**src/rtl/io_uart_pkg.sv**
```systemverilog
// rtl/io_uart_pkg.sv - register offsets, status bit indices and FSM state type for io_uart
package io_uart_pkg;

  localparam logic [3:0] UART_STATUS  = 4'h0;
  localparam logic [3:0] UART_RX_DATA = 4'h4;
  localparam logic [3:0] UART_TX_DATA = 4'h8;
  localparam logic [3:0] UART_CONTROL = 4'hC;

  localparam int STATUS_TX_READY     = 0;
  localparam int STATUS_RX_AVAILABLE = 1;
  localparam int STATUS_RX_OVERRUN   = 2;
  localparam int STATUS_FRAME_ERROR  = 3;

  typedef enum logic [1:0] {
    ST_IDLE,
    ST_START,
    ST_DATA,
    ST_STOP
  } uart_state_t;

  function automatic logic [31:0] status_word(input logic tx_ready, input logic rx_available,
                                              input logic rx_overrun, input logic frame_error);
    logic [31:0] w;
    w = '0;
    w[STATUS_TX_READY]     = tx_ready;
    w[STATUS_RX_AVAILABLE] = rx_available;
    w[STATUS_RX_OVERRUN]   = rx_overrun;
    w[STATUS_FRAME_ERROR]  = frame_error;
    return w;
  endfunction

endpackage

```
**src/rtl/sync_fifo.sv**
```systemverilog
// rtl/sync_fifo.sv - single-clock FIFO with wrap-bit pointers and a combinational head
module sync_fifo #(
  parameter int WIDTH = 8,
  parameter int DEPTH = 8
) (
  input  logic             clk,
  input  logic             reset_n,
  input  logic             push,
  input  logic [WIDTH-1:0] push_data,
  input  logic             pop,
  output logic             full,
  output logic             empty,
  output logic [WIDTH-1:0] head
);

  localparam int AW = $clog2(DEPTH);

  logic [WIDTH-1:0] mem [DEPTH];
  logic [AW:0]      wr_ptr, rd_ptr;
  logic             do_push, do_pop;

  assign empty   = (wr_ptr == rd_ptr);
  assign full    = (wr_ptr[AW] != rd_ptr[AW]) && (wr_ptr[AW-1:0] == rd_ptr[AW-1:0]);
  // a pop in the same cycle frees the slot, so a push into a full FIFO still lands
  assign do_pop  = pop && !empty;
  assign do_push = push && (!full || do_pop);
  assign head    = mem[rd_ptr[AW-1:0]];

  always_ff @(posedge clk or negedge reset_n) begin
    if (!reset_n) begin
      wr_ptr <= '0;
      rd_ptr <= '0;
    end else begin
      if (do_push) wr_ptr <= wr_ptr + (AW+1)'(1);
      if (do_pop)  rd_ptr <= rd_ptr + (AW+1)'(1);
    end
  end

  always_ff @(posedge clk) begin
    if (do_push) mem[wr_ptr[AW-1:0]] <= push_data;
  end

endmodule

```
**src/rtl/io_uart.sv**
```systemverilog
// rtl/io_uart.sv - memory-mapped 8N1 UART with TX shifter, RX deserializer and RX FIFO
// Optional IO_UART_LOOPBACK_EN adds a CONTROL register routing TX back into RX.
module io_uart
  import io_uart_pkg::*;
#(
  parameter logic [31:0] BASE_ADDRESS = 32'h40,
  parameter int          BAUD_DIVIDE  = 434,
  parameter int          FIFO_DEPTH   = 8
) (
  input  logic        clk,
  input  logic        reset_n,
  input  logic        io_write_en,
  input  logic        io_read_en,
  input  logic [31:0] io_address,
  input  logic [31:0] io_write_data,
  output logic [31:0] io_read_data,
  output logic        uart_tx,
  input  logic        uart_rx
);

  localparam int              CNT_W     = $clog2(BAUD_DIVIDE);
  localparam logic [CNT_W-1:0] BIT_LAST  = CNT_W'(BAUD_DIVIDE - 1);
  localparam logic [CNT_W-1:0] HALF_LAST = CNT_W'(BAUD_DIVIDE / 2 - 1);

  logic        in_block, rd_status, rd_rx_data, wr_tx_data;
  logic [31:0] rd_word, control_word;
  logic        tx_line, tx_ready, rx_pin;
  logic        unused_ok;

  assign in_block   = (io_address[31:4] == BASE_ADDRESS[31:4]);
  assign rd_status  = io_read_en  && in_block && (io_address[3:0] == UART_STATUS);
  assign rd_rx_data = io_read_en  && in_block && (io_address[3:0] == UART_RX_DATA);
  assign wr_tx_data = io_write_en && in_block && (io_address[3:0] == UART_TX_DATA);
  assign unused_ok  = ^io_write_data[31:8];

  // ---------------- TX ----------------
  uart_state_t      tx_state, tx_state_nx;
  logic [CNT_W-1:0] tx_cnt, tx_cnt_nx;
  logic [2:0]       tx_bit, tx_bit_nx;
  logic [7:0]       tx_shift, tx_shift_nx;

  always_ff @(posedge clk or negedge reset_n) begin
    if (!reset_n) begin
      tx_state <= ST_IDLE;
      tx_cnt   <= '0;
      tx_bit   <= '0;
      tx_shift <= '0;
    end else begin
      tx_state <= tx_state_nx;
      tx_cnt   <= tx_cnt_nx;
      tx_bit   <= tx_bit_nx;
      tx_shift <= tx_shift_nx;
    end
  end

  always_comb begin
    tx_state_nx = tx_state;
    tx_cnt_nx   = tx_cnt + CNT_W'(1);
    tx_bit_nx   = tx_bit;
    tx_shift_nx = tx_shift;
    tx_line     = 1'b1;
    unique case (tx_state)
      ST_IDLE: begin
        tx_cnt_nx = '0;
        if (wr_tx_data) begin
          tx_state_nx = ST_START;
          tx_shift_nx = io_write_data[7:0];
        end
      end
      ST_START: begin
        tx_line = 1'b0;
        if (tx_cnt == BIT_LAST) begin
          tx_cnt_nx   = '0;
          tx_bit_nx   = '0;
          tx_state_nx = ST_DATA;
        end
      end
      ST_DATA: begin
        tx_line = tx_shift[0];
        if (tx_cnt == BIT_LAST) begin
          tx_cnt_nx   = '0;
          tx_shift_nx = {1'b0, tx_shift[7:1]};
          tx_bit_nx   = tx_bit + 3'd1;
          if (tx_bit == 3'd7) tx_state_nx = ST_STOP;
        end
      end
      ST_STOP: begin
        if (tx_cnt == BIT_LAST) begin
          tx_cnt_nx   = '0;
          tx_state_nx = ST_IDLE;
        end
      end
      default: tx_state_nx = ST_IDLE;
    endcase
  end

  assign tx_ready = (tx_state == ST_IDLE);

`ifdef IO_UART_LOOPBACK_EN
  logic loopback;

  always_ff @(posedge clk or negedge reset_n) begin
    if (!reset_n) loopback <= 1'b0;
    else if (io_write_en && in_block && (io_address[3:0] == UART_CONTROL))
      loopback <= io_write_data[0];
  end

  assign control_word = {31'b0, loopback};
  assign uart_tx      = loopback ? 1'b1 : tx_line;
  assign rx_pin       = loopback ? tx_line : uart_rx;
`else
  assign control_word = '0;
  assign uart_tx      = tx_line;
  assign rx_pin       = uart_rx;
`endif

  // ---------------- RX ----------------
  uart_state_t      rx_state, rx_state_nx;
  logic [CNT_W-1:0] rx_cnt, rx_cnt_nx;
  logic [2:0]       rx_bit, rx_bit_nx;
  logic [7:0]       rx_shift, rx_shift_nx;
  logic             rx_sync1, rx_sync2, rx_prev;
  logic             rx_push, rx_frame_bad, rx_pop;
  logic             fifo_full, fifo_empty;
  logic [7:0]       fifo_head;
  logic             rx_overrun, frame_error;

  always_ff @(posedge clk or negedge reset_n) begin
    if (!reset_n) begin
      rx_sync1 <= 1'b1;
      rx_sync2 <= 1'b1;
      rx_prev  <= 1'b1;
      rx_state <= ST_IDLE;
      rx_cnt   <= '0;
      rx_bit   <= '0;
      rx_shift <= '0;
    end else begin
      rx_sync1 <= rx_pin;
      rx_sync2 <= rx_sync1;
      rx_prev  <= rx_sync2;
      rx_state <= rx_state_nx;
      rx_cnt   <= rx_cnt_nx;
      rx_bit   <= rx_bit_nx;
      rx_shift <= rx_shift_nx;
    end
  end

  always_comb begin
    rx_state_nx  = rx_state;
    rx_cnt_nx    = rx_cnt + CNT_W'(1);
    rx_bit_nx    = rx_bit;
    rx_shift_nx  = rx_shift;
    rx_push      = 1'b0;
    rx_frame_bad = 1'b0;
    unique case (rx_state)
      ST_IDLE: begin
        rx_cnt_nx = '0;
        if (rx_prev && !rx_sync2) rx_state_nx = ST_START;
      end
      ST_START: begin
        // half-bit wait lands every later sample mid-bit; a high line here was a glitch
        if (rx_cnt == HALF_LAST) begin
          rx_cnt_nx   = '0;
          rx_bit_nx   = '0;
          rx_state_nx = rx_sync2 ? ST_IDLE : ST_DATA;
        end
      end
      ST_DATA: begin
        if (rx_cnt == BIT_LAST) begin
          rx_cnt_nx   = '0;
          rx_shift_nx = {rx_sync2, rx_shift[7:1]};
          rx_bit_nx   = rx_bit + 3'd1;
          if (rx_bit == 3'd7) rx_state_nx = ST_STOP;
        end
      end
      ST_STOP: begin
        if (rx_cnt == BIT_LAST) begin
          rx_cnt_nx    = '0;
          rx_state_nx  = ST_IDLE;
          rx_push      = rx_sync2;
          rx_frame_bad = !rx_sync2;
        end
      end
      default: rx_state_nx = ST_IDLE;
    endcase
  end

  assign rx_pop = rd_rx_data && !fifo_empty;

  sync_fifo #(
    .WIDTH (8),
    .DEPTH (FIFO_DEPTH)
  ) u_rx_fifo (
    .clk       (clk),
    .reset_n   (reset_n),
    .push      (rx_push),
    .push_data (rx_shift),
    .pop       (rx_pop),
    .full      (fifo_full),
    .empty     (fifo_empty),
    .head      (fifo_head)
  );

  // a new event in the same cycle as a STATUS read survives the clear
  always_ff @(posedge clk or negedge reset_n) begin
    if (!reset_n) begin
      rx_overrun  <= 1'b0;
      frame_error <= 1'b0;
    end else begin
      rx_overrun  <= (rx_push && fifo_full && !rx_pop) || (rx_overrun && !rd_status);
      frame_error <= rx_frame_bad || (frame_error && !rd_status);
    end
  end

  // ---------------- read path ----------------
  always_comb begin
    rd_word = '0;
    if (in_block) begin
      case (io_address[3:0])
        UART_STATUS:  rd_word = status_word(tx_ready, !fifo_empty, rx_overrun, frame_error);
        UART_RX_DATA: rd_word = {24'b0, fifo_empty ? 8'h00 : fifo_head};
        UART_CONTROL: rd_word = control_word;
        default:      rd_word = '0;
      endcase
    end
  end

  always_ff @(posedge clk or negedge reset_n) begin
    if (!reset_n)        io_read_data <= '0;
    else if (io_read_en) io_read_data <= rd_word;
  end

endmodule

```
**config.mk**
```make
export PLATFORM = sky130hd
export DESIGN_NAME = io_uart
export DESIGN_NICKNAME = d
export VERILOG_FILES = /design/src/rtl/io_uart_pkg.sv /design/src/rtl/sync_fifo.sv /design/src/rtl/io_uart.sv
export SDC_FILE = /design/constraint.sdc
export NUM_CORES = 1
export LEC_CHECK = 0
export BUFFER_PORTS_ARGS = -buffer_cell sky130_fd_sc_hd__buf_4
export CAP_MARGIN = 40
export CORE_ASPECT_RATIO = 1.5
export CORE_MARGIN = 5
export CORE_UTILIZATION = 52
export CTS_CLUSTER_SIZE = 40
export DETAILED_ROUTE_END_ITERATION = 16
export GPL_TIMING_DRIVEN = 0
export MAX_ROUTING_LAYER = met4
export PLACE_DENSITY = 0.85
export RECOVER_POWER = 100
export SLEW_MARGIN = 0
export SYNTH_ARGS = -nofsm -noshare
export SYNTH_HDL_FRONTEND = slang
export SYNTH_HIERARCHICAL = 1
export SYNTH_SLANG_ARGS = --single-unit
```
**constraint.sdc**
```tcl
create_clock -name clk -period 4.55 [get_ports clk]
set_input_delay 0 -clock clk [delete_from_list [all_inputs] [get_ports clk]]
set_output_delay 0 -clock clk [all_outputs]
set_load 0.005 [all_outputs]
```
**After elaboration in Yosys (flattened, before gate mapping)**

Memories as Yosys holds them, arrays and structs flattened.
Index checks and enable logic that the tools add are counted.

- Register bits after elaboration: 89
- Memory bits (writable): 64
- Logic and storage cells: 123
- Memories kept: 1

- $add $sub $neg: 6
- Eq/ne operators: 27
- Muxes and demuxes: 37
- Reduce and logical (&&, ||, !) cells: 36

Memories:

| memory | words | bits a word | read ports | clocked after memory_dff | wr ports | line | text |
|---|---|---|---|---|---|---|---|
| u_rx_fifo.mem | 8 | 8 | 1 | 0 | 1 | sync_fifo.sv:18 | `logic [WIDTH-1:0] mem [DEPTH];` |

Operators with widths:

| kind | count |
|---|---|
| $mux 8 | 4 |
| $pmux 8 s2 | 2 |
| $eq 28x3->1 const B | 1 |
| $mux 9 | 3 |
| $pmux 9 s3 | 1 |
| $mux 2 | 11 |
| $ne 2x2->1 const B | 10 |
| $add 9x1->9 const B | 2 |
| $eq 9x9->1 const B | 2 |
| $pmux 9 s2 | 1 |
| $pmux 2 s4 | 2 |
| $logic_and 1x1->1 | 14 |
| $mux 3 | 4 |
| $pmux 3 s2 | 2 |
| $reduce_and 5->1 | 2 |
| $eq 9x8->1 const B | 1 |
| $reduce_and 3->1 | 3 |
| $add 4x1->4 const B | 2 |
| $eq 2x2->1 const B | 4 |
| $add 3x1->3 const B | 2 |
| $eq 3x3->1 const B | 2 |
| $mux 1 | 6 |
| $reduce_bool 2->1 | 3 |
| $logic_not 1->1 | 5 |
| 13 further kinds | 17 |

**Depth between registers and ports, before layout**

Gate-level depths: netlist (run 1).

- Depth after elaboration: 9
- Depth in mapped cells: 13

**Modules after synthesis**

The synthesis (run 1) kept the hierarchy.

Modules (own cells, without submodules):

| module | instances | cells each | area an instance (um2) |
|---|---|---|---|
| io_uart | 1 | 298 | 3,066.7 |
| sync_fifo | 1 | 151 | 3,037.9 |

**Worst setup path after synthesis (run 1)**

Ideal clock, no wire load.

- Kind: register to register
- Start: register u_rx_fifo.rd_ptr[0]
- End: memory u_rx_fifo.mem[1][0] (enable)
- Library setup time: 0.395 ns
- Arrival: 2.801 ns
- Slack: 1.354 ns
- Stages on the path, launching flop included: 12
- Buffers on the path: 3
- Period minus slack after synthesis: 3.196 ns
- Cell sequence: dfrtp_1 -> buf_6 -> xnor2_1 -> nand3_2 -> buf_6 -> nor2_1 -> nor2b_1 -> nand2_1 -> inv_1 -> clkbuf_1 -> nor3_2 -> nor4_1

- Cells in the longest elaborated chain, start to end: 8

Ends and longest elaborated chain:

| item | line | text |
|---|---|---|
| start, declared | sync_fifo.sv:19 | `logic [AW:0] wr_ptr, rd_ptr;` |
| start signal, assigned | sync_fifo.sv:35 | `if (do_pop) rd_ptr <= rd_ptr + (AW+1)'(1);` |
| $eq 4x4->1 | sync_fifo.sv:22 | `assign empty = (wr_ptr == rd_ptr);` |
| via fifo_empty | io_uart.sv:124 | `logic fifo_full, fifo_empty;` |
| $logic_not 1->1 | io_uart.sv:188 | `assign rx_pop = rd_rx_data && !fifo_empty;` |
| $logic_and 1x1->1 | io_uart.sv:188 |  |
| via rx_pop | io_uart.sv:123 | `logic rx_push, rx_frame_bad, rx_pop;` |
| $logic_and 1x1->1 | sync_fifo.sv:25 | `assign do_pop = pop && !empty;` |
| $logic_or 1x1->1 | sync_fifo.sv:26 | `assign do_push = push && (!full \|\| do_pop);` |
| $logic_and 1x1->1 | sync_fifo.sv:26 |  |
| $mux 1 | sync_fifo.sv:40 | `if (do_push) mem[wr_ptr[AW-1:0]] <= push_data;` |
| $mux 1 (not written as such) | sync_fifo.sv:40 |  |
| end, declared | sync_fifo.sv:18 |  |

The timed path passes the listed nets, and every way through them passes these cells.

**Worst setup path in the final report (run 1)**

- Start: register u_rx_fifo.wr_ptr[1]
- End: memory u_rx_fifo.mem[0][4] (enable)

- Cells in the longest elaborated chain, start to end: 8

Ends and longest elaborated chain:

| item | line | text |
|---|---|---|
| start, declared | sync_fifo.sv:19 |  |
| start signal, assigned | sync_fifo.sv:34 | `if (do_push) wr_ptr <= wr_ptr + (AW+1)'(1);` |
| $eq 4x4->1 | sync_fifo.sv:22 |  |
| via fifo_empty | io_uart.sv:124 |  |
| $logic_not 1->1 | io_uart.sv:188 |  |
| $logic_and 1x1->1 | io_uart.sv:188 |  |
| via rx_pop | io_uart.sv:123 |  |
| $logic_and 1x1->1 | sync_fifo.sv:25 |  |
| $logic_or 1x1->1 | sync_fifo.sv:26 |  |
| $logic_and 1x1->1 | sync_fifo.sv:26 |  |
| $mux 1 | sync_fifo.sv:40 |  |
| $mux 1 (not written as such) | sync_fifo.sv:40 |  |

The timed path passes the listed nets, and every way through them passes these cells.

==> flow_summary.json, run 1 <==
{
  "avgSynthCellArea_sq_um": 13.60,
  "clk_latency_ps": 410,
  "final_nets": 639,
  "endpoint": "u_rx_fifo/mem[0][4]$_DFFE_PP_",
  "r2r-start": "u_rx_fifo/wr_ptr[1]$_DFFE_PN0P_",
  "synth.area.mux_share_pct": 10.29,
  "swShare_pct": 21.92,
  "synth_warnings": 6,
  "synth_adder_area_share_pct": 3.279,
  "maxSlewViolCount": 66,
  "grt_pass1_wl_microns": 20670,
  "min_period_ps": 3804,
  "fp.dieH_microns": 142.7,
  "critPathLaunch": "u_rx_fifo/wr_ptr[1]$_DFFE_PN0P_",
  "netlist_instances": 449,
  "clk_pin_slew_worst_paths_ps": 60,
  "synthToLayoutAreaGrowth_pct": 20.27,
  "synth-edff-count": 64,
  "numPortBuffers": 53,
  "via_count": 4076,
  "cp.required_ps": 4620,
  "synth-seq-cells": 129,
  "place_hpwl_microns": 8999,
  "final_cells": 717,
  "syn-cell-area_sq_um": 6105,
  "powerDensity_nw_per_um2": 373.7,
  "track_usage_pct": 19.46,
  "drt_iter0_drc": 180,
  "rsz0062_at_grt": "no",
  "critPathKind": "flop to flop",
  "viasPerCell": 5.685,
  "cap_violations": 1,
  "core_sq_um": 11530,
  "wl_microns": 12740,
  "worstPathArrival_ps": 3880,
  "final_layout_size_suffix_gt1_share_pct": 25.22,
  "die_w_microns": 98.47,
  "fin_ws_ps": 746.0,
  "p_total_mw": 2.744,
  "drt_pass1_iterations": 7,
  "start_util_pct": 52.94,
  "grt_pass1_vias": 4249,
  "slew_headroom_pct": -130.3,
  "async_flop_share_pct": 50.39,
  "status": "finished, violations left",
  "clkPwrFrac_pct": 47.5,
  "pin_count": 102,
  "antenna_found_initial": 0,
  "pre_cts_ws_ps": 754.1,
  "synth-simple-area-share_pct": 11.11,
  "cts_tree": "yes",
  "ctsResizeCount": 0,
  "cts-root-buf": "clkbuf_16",
  "combPwrFrac_pct": 5.4,
  "violations": "max-capacitance violations, max-slew violations",
  "synth-xor-area-share_pct": 3.689,
  "end_kind": "flop",
  "grt_overflow": 0,
  "whs_ps": 41.62,
  "place_congestion": 0.9532,
  "diodes": 0,
  "cts.path.max_buffers": 2,
  "ir_drop_v": 0.0002555,
  "synth_top_cell_area_share_pct": 31.48,
  "grt_max_degree": 66,
  "fillers": 802,
  "p_sw_mw": 0.6016,
  "synthTopCellsByArea": "edfxtp_1, dfrtp_1, mux4_2, mux2_2, ha_1",
  "fmax_mhz": 262.9,
  "cts_buffers": 17,
  "final_area_sq_um": 7342,
  "p_int_mw": 2.142,
  "hold_viol": 0,
  "synth_area_leader_cell": "edfxtp_1",
  "yosys_most_used_dff": "edfxtp_1",
  "r2r_end": "u_rx_fifo/mem[0][4]$_DFFE_PP_",
  "r2r_slack_ps": 750,
  "synth_top_family_by_area": "simple AND/OR/NAND/NOR gates",
  "wl_per_cell_microns": 17.77,
  "fin_crit_sh_pct": 83.60,
  "placedInstanceArea_sq_um": 6810,
  "setup_viol": 0,
  "num_rows": 48,
  "yosys.cell_types.count": 62,
  "cts_sinks": 129,
  "synth_compound_area_share_pct": 7.604,
  "p_seq_share_pct": 47.1,
  "cts_max_level": 4,
  "post_cts.repair.setup_buffers": 0,
  "worst_pin_slew_ps": 3455,
  "seq_area_frac_synth_pct": 58.19,
  "dp.cells": 680,
  "fin_skew_ps": 6.282,
  "cp_max_fo": 10,
  "post-route-drc-count": 0,
  "final_util_pct": 63.67,
  "final_antenna_net_count": 0,
  "p_leak_nw": 3.088,
  "startpoint_type": "flop",
  "setup-tns-final_ps": 0,
  "reg2regPathDepth": 12,
  "worstHoldPathType": "input port to flop",
  "dieArea_sq_um": 14050
}
## worst min-delay path by stage
stage | from | to | slack [ps] | cells after the start
2_1_floorplan | reset_n | async pin | -300 | 0
3_3_place_gp | uart_rx | rx_sync1$_DFF_PN1_ | 110 | 1
3_5_place_dp | uart_rx | rx_sync1$_DFF_PN1_ | 120 | 1
4_1_cts | io_write_data[5] | tx_shift[5]$_DFFE_PN0P_ | 10 | 4
5_1_grt | io_write_data[5] | tx_shift[5]$_DFFE_PN0P_ | 50 | 4
6_report | io_write_data[5] | tx_shift[5]$_DFFE_PN0P_ | 40 | 4
## flip-flops by register name, summed over array words and instances, names as in the netlist, 2 cells and up, named ones only
| name | count |
|---|---|
| tx_state | 2 |
| tx_bit | 3 |
| tx_shift | 8 |
| tx_cnt | 9 |
| rx_shift | 8 |
| u_rx_fifo/rd_ptr | 4 |
| u_rx_fifo/mem | 64 |
| rx_bit | 3 |
| io_read_data | 8 |
| rx_cnt | 9 |
| u_rx_fifo/wr_ptr | 4 |
## worst max-delay path, stage by stage, from the launching register on
cell	delay, ps
dfrtp_1	350
clkbuf_1	330
xnor2_2	100
nand3_1	150
buf_6	170
nor2_1	70
nor2b_1	220
nand2_1	160
inv_1	230
clkbuf_1	400
o311ai_0	410
nor3_1	510
clkbuf_1	360
## what timing repair did
action                                 4_1_cts  5_1_grt
setup endpoints to repair                    0        0
endpoints found under the hold margin       65        0
hold buffers                                 5        0
## per-layer routing
layer	routed length, microns	vias to the layer above	track usage, %
met3	848	30	5.230
li1	-	1863	-
met1	4707	1996	19.67
met4	308	0	8.489
met2	6878	187	35.04
met5	0	-	-
## area by class of cell
cell class | count | area, sq um | share of cell area [%]
Buffer | 40 | 261.5 | 3.562
Clock buffer | 20 | 478.0 | 6.510
Clock inverter | 12 | 105.1 | 1.431
Inverter | 22 | 82.58 | 1.125
Multi-Input combinational cell | 281 | 2222 | 30.27
Sequential cell | 129 | 3552 | 48.38
Tap cell | 150 | 187.7 | 2.556
Timing Repair Buffer | 63 | 452.9 | 6.169
## synthesized netlist by cell type, types with 4 or more instances
master    instances
a22o_1            6
nor3_1           18
mux4_1            6
dfrtp_1          62
o211a_1           7
nand2_1          16
o21ai_0           7
nand4_1           6
or4b_1            7
nor2_1           35
xnor2_1          13
mux2_2           18
clkbuf_1          9
mux4_2           10
ha_1             16
xor2_1            9
nand3_1          10
a21oi_1           5
buf_4            25
o22ai_1           4
a31oi_1           8
edfxtp_1         64
inv_1            20
nor4_1           10
## kinds of logic after synthesis
logic type                 after synthesis
AOI/OAI and AO/OA                       55
xor gates and xnor gates                24
adders and majority gates               16
buffers and inverters                   62
DFF                                    129
muxes                                   38
other                                    1
and+or+nand+nor                        124
## power by group through the flow
stage / Clock (mW) / Combinational (mW) / Sequential, mW
final: 1.30 / 0.149 / 1.29
after global routing: 1.38 / 0.170 / 1.30
after CTS: 1.33 / 0.149 / 1.29
after detailed placement: 0 / 0.145 / 1.31
after global placement: 0 / 0.138 / 1.31
after floorplan: 0 / 0.0889 / 1.30
## cells in the final DEF (no fill, tap or decap), types with 8 or more instances in the layout
cell type / synthesis / layout
a31oi_1: 8 / 8
buf_4: 25 / 67
clkbuf_1: 9 / 19
clkbuf_16: 0 / 18
conb_1: 1 / 24
dfrtp_1: 62 / 62
edfxtp_1: 64 / 64
ha_1: 16 / 16
inv_1: 20 / 21
mux2_2: 18 / 16
mux4_2: 10 / 10
nand2_1: 16 / 16
nand3_1: 10 / 11
nor2_1: 35 / 35
nor3_1: 18 / 20
nor4_1: 10 / 10
o21ai_0: 7 / 8
xnor2_1: 13 / 13
xor2_1: 9 / 9
Power figures use the tool's default switching activity.
==> inputs of run 2 (changes only) <==
==> constraint.sdc (replaced) <==
create_clock -name clk -period 3.5 [get_ports clk]
set_input_delay 0 -clock clk [delete_from_list [all_inputs] [get_ports clk]]
set_output_delay 0 -clock clk [all_outputs]
set_load 0.005 [all_outputs]
==> flow_summary.json, run 2 (same netlist as run 1, synthesis figures left out) <==
{
  "core_sq_um": 11530,
  "track_usage_pct": 19.45,
  "drt_iter0_drc": 192,
  "grt_pass1_wl_microns": 20670,
  "slew_headroom_pct": -7.458,
  "worstHoldPathType": "input port to flop",
  "violations": "max-capacitance violations, max-slew violations",
  "cp.required_ps": 3580,
  "wl_per_cell_microns": 17.75,
  "largest_register_ff_count": 64,
  "clk_latency_ps": 410,
  "placedInstanceArea_sq_um": 6810,
  "final_common_cell": "buf_4",
  "powerDensity_nw_per_um2": 487.1,
  "cts_sinks": 129,
  "num_rows": 48,
  "fillers": 804,
  "end_kind": "flop",
  "fp.dieH_microns": 142.7,
  "cts_buffers": 17,
  "cap_violations": 1,
  "final_layout_size_suffix_gt1_share_pct": 25.80,
  "critPathKind": "flop to flop",
  "clk_pin_slew_worst_paths_ps": 50,
  "final_nets": 638,
  "worstPathArrival_ps": 3320,
  "dieArea_sq_um": 14050,
  "fmax_mhz": 309.2,
  "cts_tree": "yes",
  "post_cts.repair.setup_buffers": 0,
  "multi_input_area_sq_um": 2197,
  "post-route-drc-count": 0,
  "p_total_mw": 3.566,
  "rsz0062_at_grt": "no",
  "fin_skew_ps": 7.917,
  "final_util_pct": 63.49,
  "ir_drop_v": 0.0003337,
  "p_leak_nw": 3.086,
  "pin_count": 102,
  "place_hpwl_microns": 8999,
  "worst_pin_slew_ps": 1612,
  "cts.path.max_buffers": 2,
  "cp_max_fo": 13,
  "synthToLayoutAreaGrowth_pct": 19.92,
  "grt_overflow": 0,
  "pre_cts_ws_ps": -295.9,
  "antenna_found_initial": 0,
  "diodes": 0,
  "hold_viol": 0,
  "status": "finished, violations left",
  "fin_crit_sh_pct": 92.41,
  "mostFrequentLayoutCells": "buf_4, edfxtp_1, dfrtp_1, nor2_1, conb_1",
  "die_w_microns": 98.47,
  "place_congestion": 0.9532,
  "wl_microns": 12710,
  "drt_pass1_iterations": 4,
  "start_util_pct": 52.94,
  "numPortBuffers": 53,
  "maxSlewViolCount": 66,
  "fin_ws_ps": 265.6,
  "cts-root-buf": "clkbuf_16",
  "grt_max_degree": 66,
  "viasPerCell": 5.615,
  "startpoint_type": "flop",
  "seq_area_sq_um": 3552,
  "grt_pass1_vias": 4247,
  "min_period_ps": 3234,
  "via_count": 4020,
  "cts_max_level": 4,
  "final_antenna_net_count": 0,
  "setup_viol": 0,
  "final_area_sq_um": 7321
}
## run 2: timing repair
action	4_1_cts	5_1_grt
hold buffers	5	0
setup endpoints to repair	5	10
gates resized for setup	0	1
hold endpoints to repair	65	0
## run 2: worst max-delay path, stage by stage, from the launching register on
cell,delay [ps]
dfrtp_1,390
buf_4,190
xnor2_1,190
nand3_1,170
buf_6,190
nor2_1,140
nor2b_1,100
nand2_1,200
clkinvlp_4,290
o311ai_1,660
nor2_1,380
## run 2: routing by layer
layer	vias up	wire (microns)	global-route usage, %
met5	-	0	-
met4	0	273	8.201
met3	27	719	5.230
met2	144	6846	35.19
met1	1985	4873	19.63
li1	1864	-	-
## run 2: layout make-up
type	instances	area share [%]
buffer	39	3.538
inverter	22	1.179
sequential	129	48.52
multi-input combinational	281	30.01
clock inverter	12	1.436
timing repair buffer	63	6.221
tap	150	2.564
clock buffer	20	6.529
## run 2: power by group
| part | switching [mW] | internal, mW |
|---|---|---|
| clock network | 0.638 | 1.05 |
| registers | 0.0547 | 1.63 |
| logic | 0.0882 | 0.106 |
## run 2: path summary, 6_finish.rpt
kind | from | endpoint | slack (ps) | cells past startpoint
worst min register to register | rx_sync1$_DFF_PN1_ | rx_sync2$_DFF_PN1_ | 370 | 0
worst min-delay path | io_write_data[5] | tx_shift[5]$_DFFE_PN0P_ | 40 | 4
worst max-delay path | u_rx_fifo/rd_ptr[1]$_DFFE_PN0P_ | u_rx_fifo/mem[6][3]$_DFFE_PP_ | 270 | 10
worst max register to register | u_rx_fifo/rd_ptr[1]$_DFFE_PN0P_ | u_rx_fifo/mem[6][3]$_DFFE_PP_ | 270 | 10
min in group asynchronous | reset_n | io_read_data[5]$_DFFE_PN0P_ | 560 | 2
max in group asynchronous | reset_n | rx_shift[0]$_DFFE_PN0P_ | 1990 | 2
## run 2: metrics by stage
step / TNS, ps / hold WS [ps] / instances
2_1_floorplan: 0 / -295.6 / 472
3_3_place_gp: -16450 / 111.9 / 675
3_5_place_dp: -11390 / 116.6 / 680
4_1_cts: 0 / 10.13 / 716
5_1_grt: 0 / 50.14 / 716
6_report: 0 / 38.16 / 716
==> inputs of run 3 (changes only) <==
--- a/config.mk
+++ b/config.mk
@@ -14,10 +14,9 @@
 export DETAILED_ROUTE_END_ITERATION = 16
 export GPL_TIMING_DRIVEN = 0
 export MAX_ROUTING_LAYER = met4
-export PLACE_DENSITY = 0.85
+export PLACE_DENSITY = 0.84
 export RECOVER_POWER = 100
 export SLEW_MARGIN = 0
 export SYNTH_ARGS = -nofsm -noshare
 export SYNTH_HDL_FRONTEND = slang
-export SYNTH_HIERARCHICAL = 1
 export SYNTH_SLANG_ARGS = --single-unit
==> flow_summary.json, run 3 <==
{
  "maxSlewViolCount": 66,
  "crit_chain": "inv_1, ha_1, nand4bb_1, nor2_1, and4_1, o21ai_2, nor4_1, buf_4",
  "final_layout_size_suffix_gt1_share_pct": 26.19,
  "fin_crit_sh_pct": 90.63,
  "fin_skew_ps": 12.40,
  "drt_pass1_iterations": 5,
  "yosys_most_used_dff": "edfxtp_1",
  "powerDensity_nw_per_um2": 475.8,
  "violations": "max-capacitance violations, max-slew violations",
  "num_rows": 49,
  "netlist_instances": 481,
  "cts.path.max_buffers": 2,
  "wl_per_cell_microns": 19.12,
  "slew_headroom_pct": -10.90,
  "rsz0062_at_grt": "no",
  "worst_pin_slew_ps": 1663,
  "die_w_microns": 99.42,
  "drt_iter0_drc": 303,
  "async_flop_share_pct": 50.39,
  "synth_area_leader_cell": "edfxtp_1",
  "ys_top_cells_by_count": "edfxtp_1, dfrtp_1, nor2_1",
  "whs_endpoint": "io_read_data[0]$_DFFE_PN0P_",
  "worstPathArrival_ps": 3290,
  "r2r_slack_ps": 330,
  "reg2regPathDepth": 8,
  "wl_microns": 14530,
  "yosys.cell_types.count": 53,
  "cp.required_ps": 3620,
  "post_cts.repair.setup_buffers": 0,
  "fin_ws_ps": 328.1,
  "multi_input_area_sq_um": 2460,
  "viasPerCell": 5.811,
  "synthTopCellsByArea": "edfxtp_1, dfrtp_1, mux4_2, ha_1, buf_4",
  "setup_viol": 0,
  "avgSynthCellArea_sq_um": 12.97,
  "cts-root-buf": "clkbuf_16",
  "ctsResizeCount": 0,
  "r2r_end": "u_rx_fifo.mem[2][1]$_DFFE_PP_",
  "final_common_cell": "buf_4",
  "r2r-start": "rx_cnt[1]$_DFF_PN0_",
  "cp_max_fo": 9,
  "critPathKind": "flop to flop",
  "hold_viol": 0,
  "status": "finished, violations left",
  "dieArea_sq_um": 14330,
  "numPortBuffers": 53,
  "diodes": 0,
  "ir_drop_v": 0.0002755,
  "fp.dieH_microns": 144.1,
  "placedInstanceArea_sq_um": 7000,
  "place_hpwl_microns": 10240,
  "track_usage_pct": 21.63,
  "core_sq_um": 11890,
  "seq_area_sq_um": 3552,
  "via_count": 4416,
  "place_congestion": 0.9089,
  "grt_pass1_vias": 4601,
  "mostFrequentLayoutCells": "buf_4, edfxtp_1, dfrtp_1, nor2_1, clkbuf_1",
  "antenna_found_initial": 0,
  "post-route-drc-count": 0,
  "pre_cts_ws_ps": 519.2,
  "pin_count": 102,
  "p_leak_nw": 3.213,
  "end_kind": "flop",
  "p_total_mw": 3.654,
  "synth_top_cell_area_share_pct": 30.81,
  "largest_register_ff_count": 64,
  "grt_max_degree": 66,
  "critPathLaunch": "rx_cnt[1]$_DFF_PN0_",
  "syn-cell-area_sq_um": 6237,
  "fmax_mhz": 315.3,
  "hold_buffers": 12,
  "final_area_sq_um": 7681,
  "crit_path_max_incr_delay_ps": 860,
  "whs_ps": 28.13,
  "clk_latency_ps": 420,
  "hold_path_depth": 4,
  "cap_violations": 1,
  "cts_buffers": 17,
  "synthToLayoutAreaGrowth_pct": 23.15,
  "grt_overflow": 0,
  "final_nets": 679,
  "clk_pin_slew_worst_paths_ps": 60,
  "startpoint_type": "flop",
  "fillers": 819,
  "cts_tree": "yes",
  "cts_sinks": 129,
  "seq_area_frac_synth_pct": 56.95,
  "grt_pass1_wl_microns": 23110,
  "worstHoldPathType": "input port to flop",
  "critPathSlowestCell": "nor4_1",
  "cts_max_level": 4,
  "synth-edff-count": 64,
  "synth_warnings": 0,
  "min_from": "io_read_en",
  "synth-seq-cells": 129,
  "min_period_ps": 3172,
  "start_util_pct": 52.44,
  "synth_most_common_cell": "edfxtp_1",
  "final_antenna_net_count": 0
}
==> run 3: through the flow <==
stage / utilization [%] / instances / TNS, ps
finish: 64.58 / 760 / 0
global route: 64.58 / 760 / 0
CTS: 65.00 / 760 / 0
detailed placement: 58.86 / 716 / 0
global placement: 58.12 / 710 / -8138
floorplan: - / 504 / 0
==> run 3: layer usage <==
metal / wire length (microns) / up-vias / part of all wire [%] / global-route usage (%)
met5: 0 / - / 0 / -
met4: 510 / 0 / 3.5 / 10.00
met3: 698 / 44 / 4.8 / 4.730
met2: 8382 / 177 / 58 / 40.26
met1: 4941 / 2203 / 34 / 21.18
li1: - / 1992 / - / -
==> run 3: worst max path at each step <==
| stage | end | slack, ps |
|---|---|---|
| 5_1_grt | u_rx_fifo.mem[5][7]$_DFFE_PP_ | 120 |
| 6_report | u_rx_fifo.mem[2][1]$_DFFE_PP_ | 330 |
| 2_1_floorplan | u_rx_fifo.mem[1][0]$_DFFE_PP_ | 710 |
| 4_1_cts | u_rx_fifo.mem[0][2]$_DFFE_PP_ | 470 |
| 3_5_place_dp | u_rx_fifo.mem[5][5]$_DFFE_PP_ | 520 |
| 3_3_place_gp | u_rx_fifo.mem[5][5]$_DFFE_PP_ | -300 |
==> run 3: cell families (layout without fill, tap and decap cells) <==
group | after synthesis | count (layout) | share of synthesized area [%]
simple gates | 138 | 138 | 14.14
flops | 129 | 129 | 56.95
compound gates | 72 | 72 | 7.463
buf+inv | 64 | 167 | 5.416
mux | 37 | 37 | 9.388
xor+xnor | 24 | 24 | 3.370
fa+ha+maj | 16 | 16 | 3.210
other cells | 1 | 24 | 0.06012
==> run 3: layout make-up <==
type                       count  share of cell area, %
buffer                        45                  3.404
tap                          153                  2.492
multi-input combinational    311                  32.02
sequential                   129                  46.25
timing repair buffer          71                  6.956
clock inverter                15                  2.411
clock buffer                  17                  5.538
inverter                      19                 0.9285
==> run 3: worst max-delay path, delay by kind of cell (launching register included) <==
family                   cells  cell delay, ps
AND/OR/NAND/NOR              4            1700
flip-flops                   1             420
buffers and inverters        2             410
AO/OA/AOI/OAI                1             200
adder cells (fa/ha/maj)      1             150
==> run 3: report_power, final <==
group          switching [mW]  internal (mW)
registers              0.0325           1.61
clock network           0.752           1.03
logic                   0.119          0.111
total                   0.904           2.75
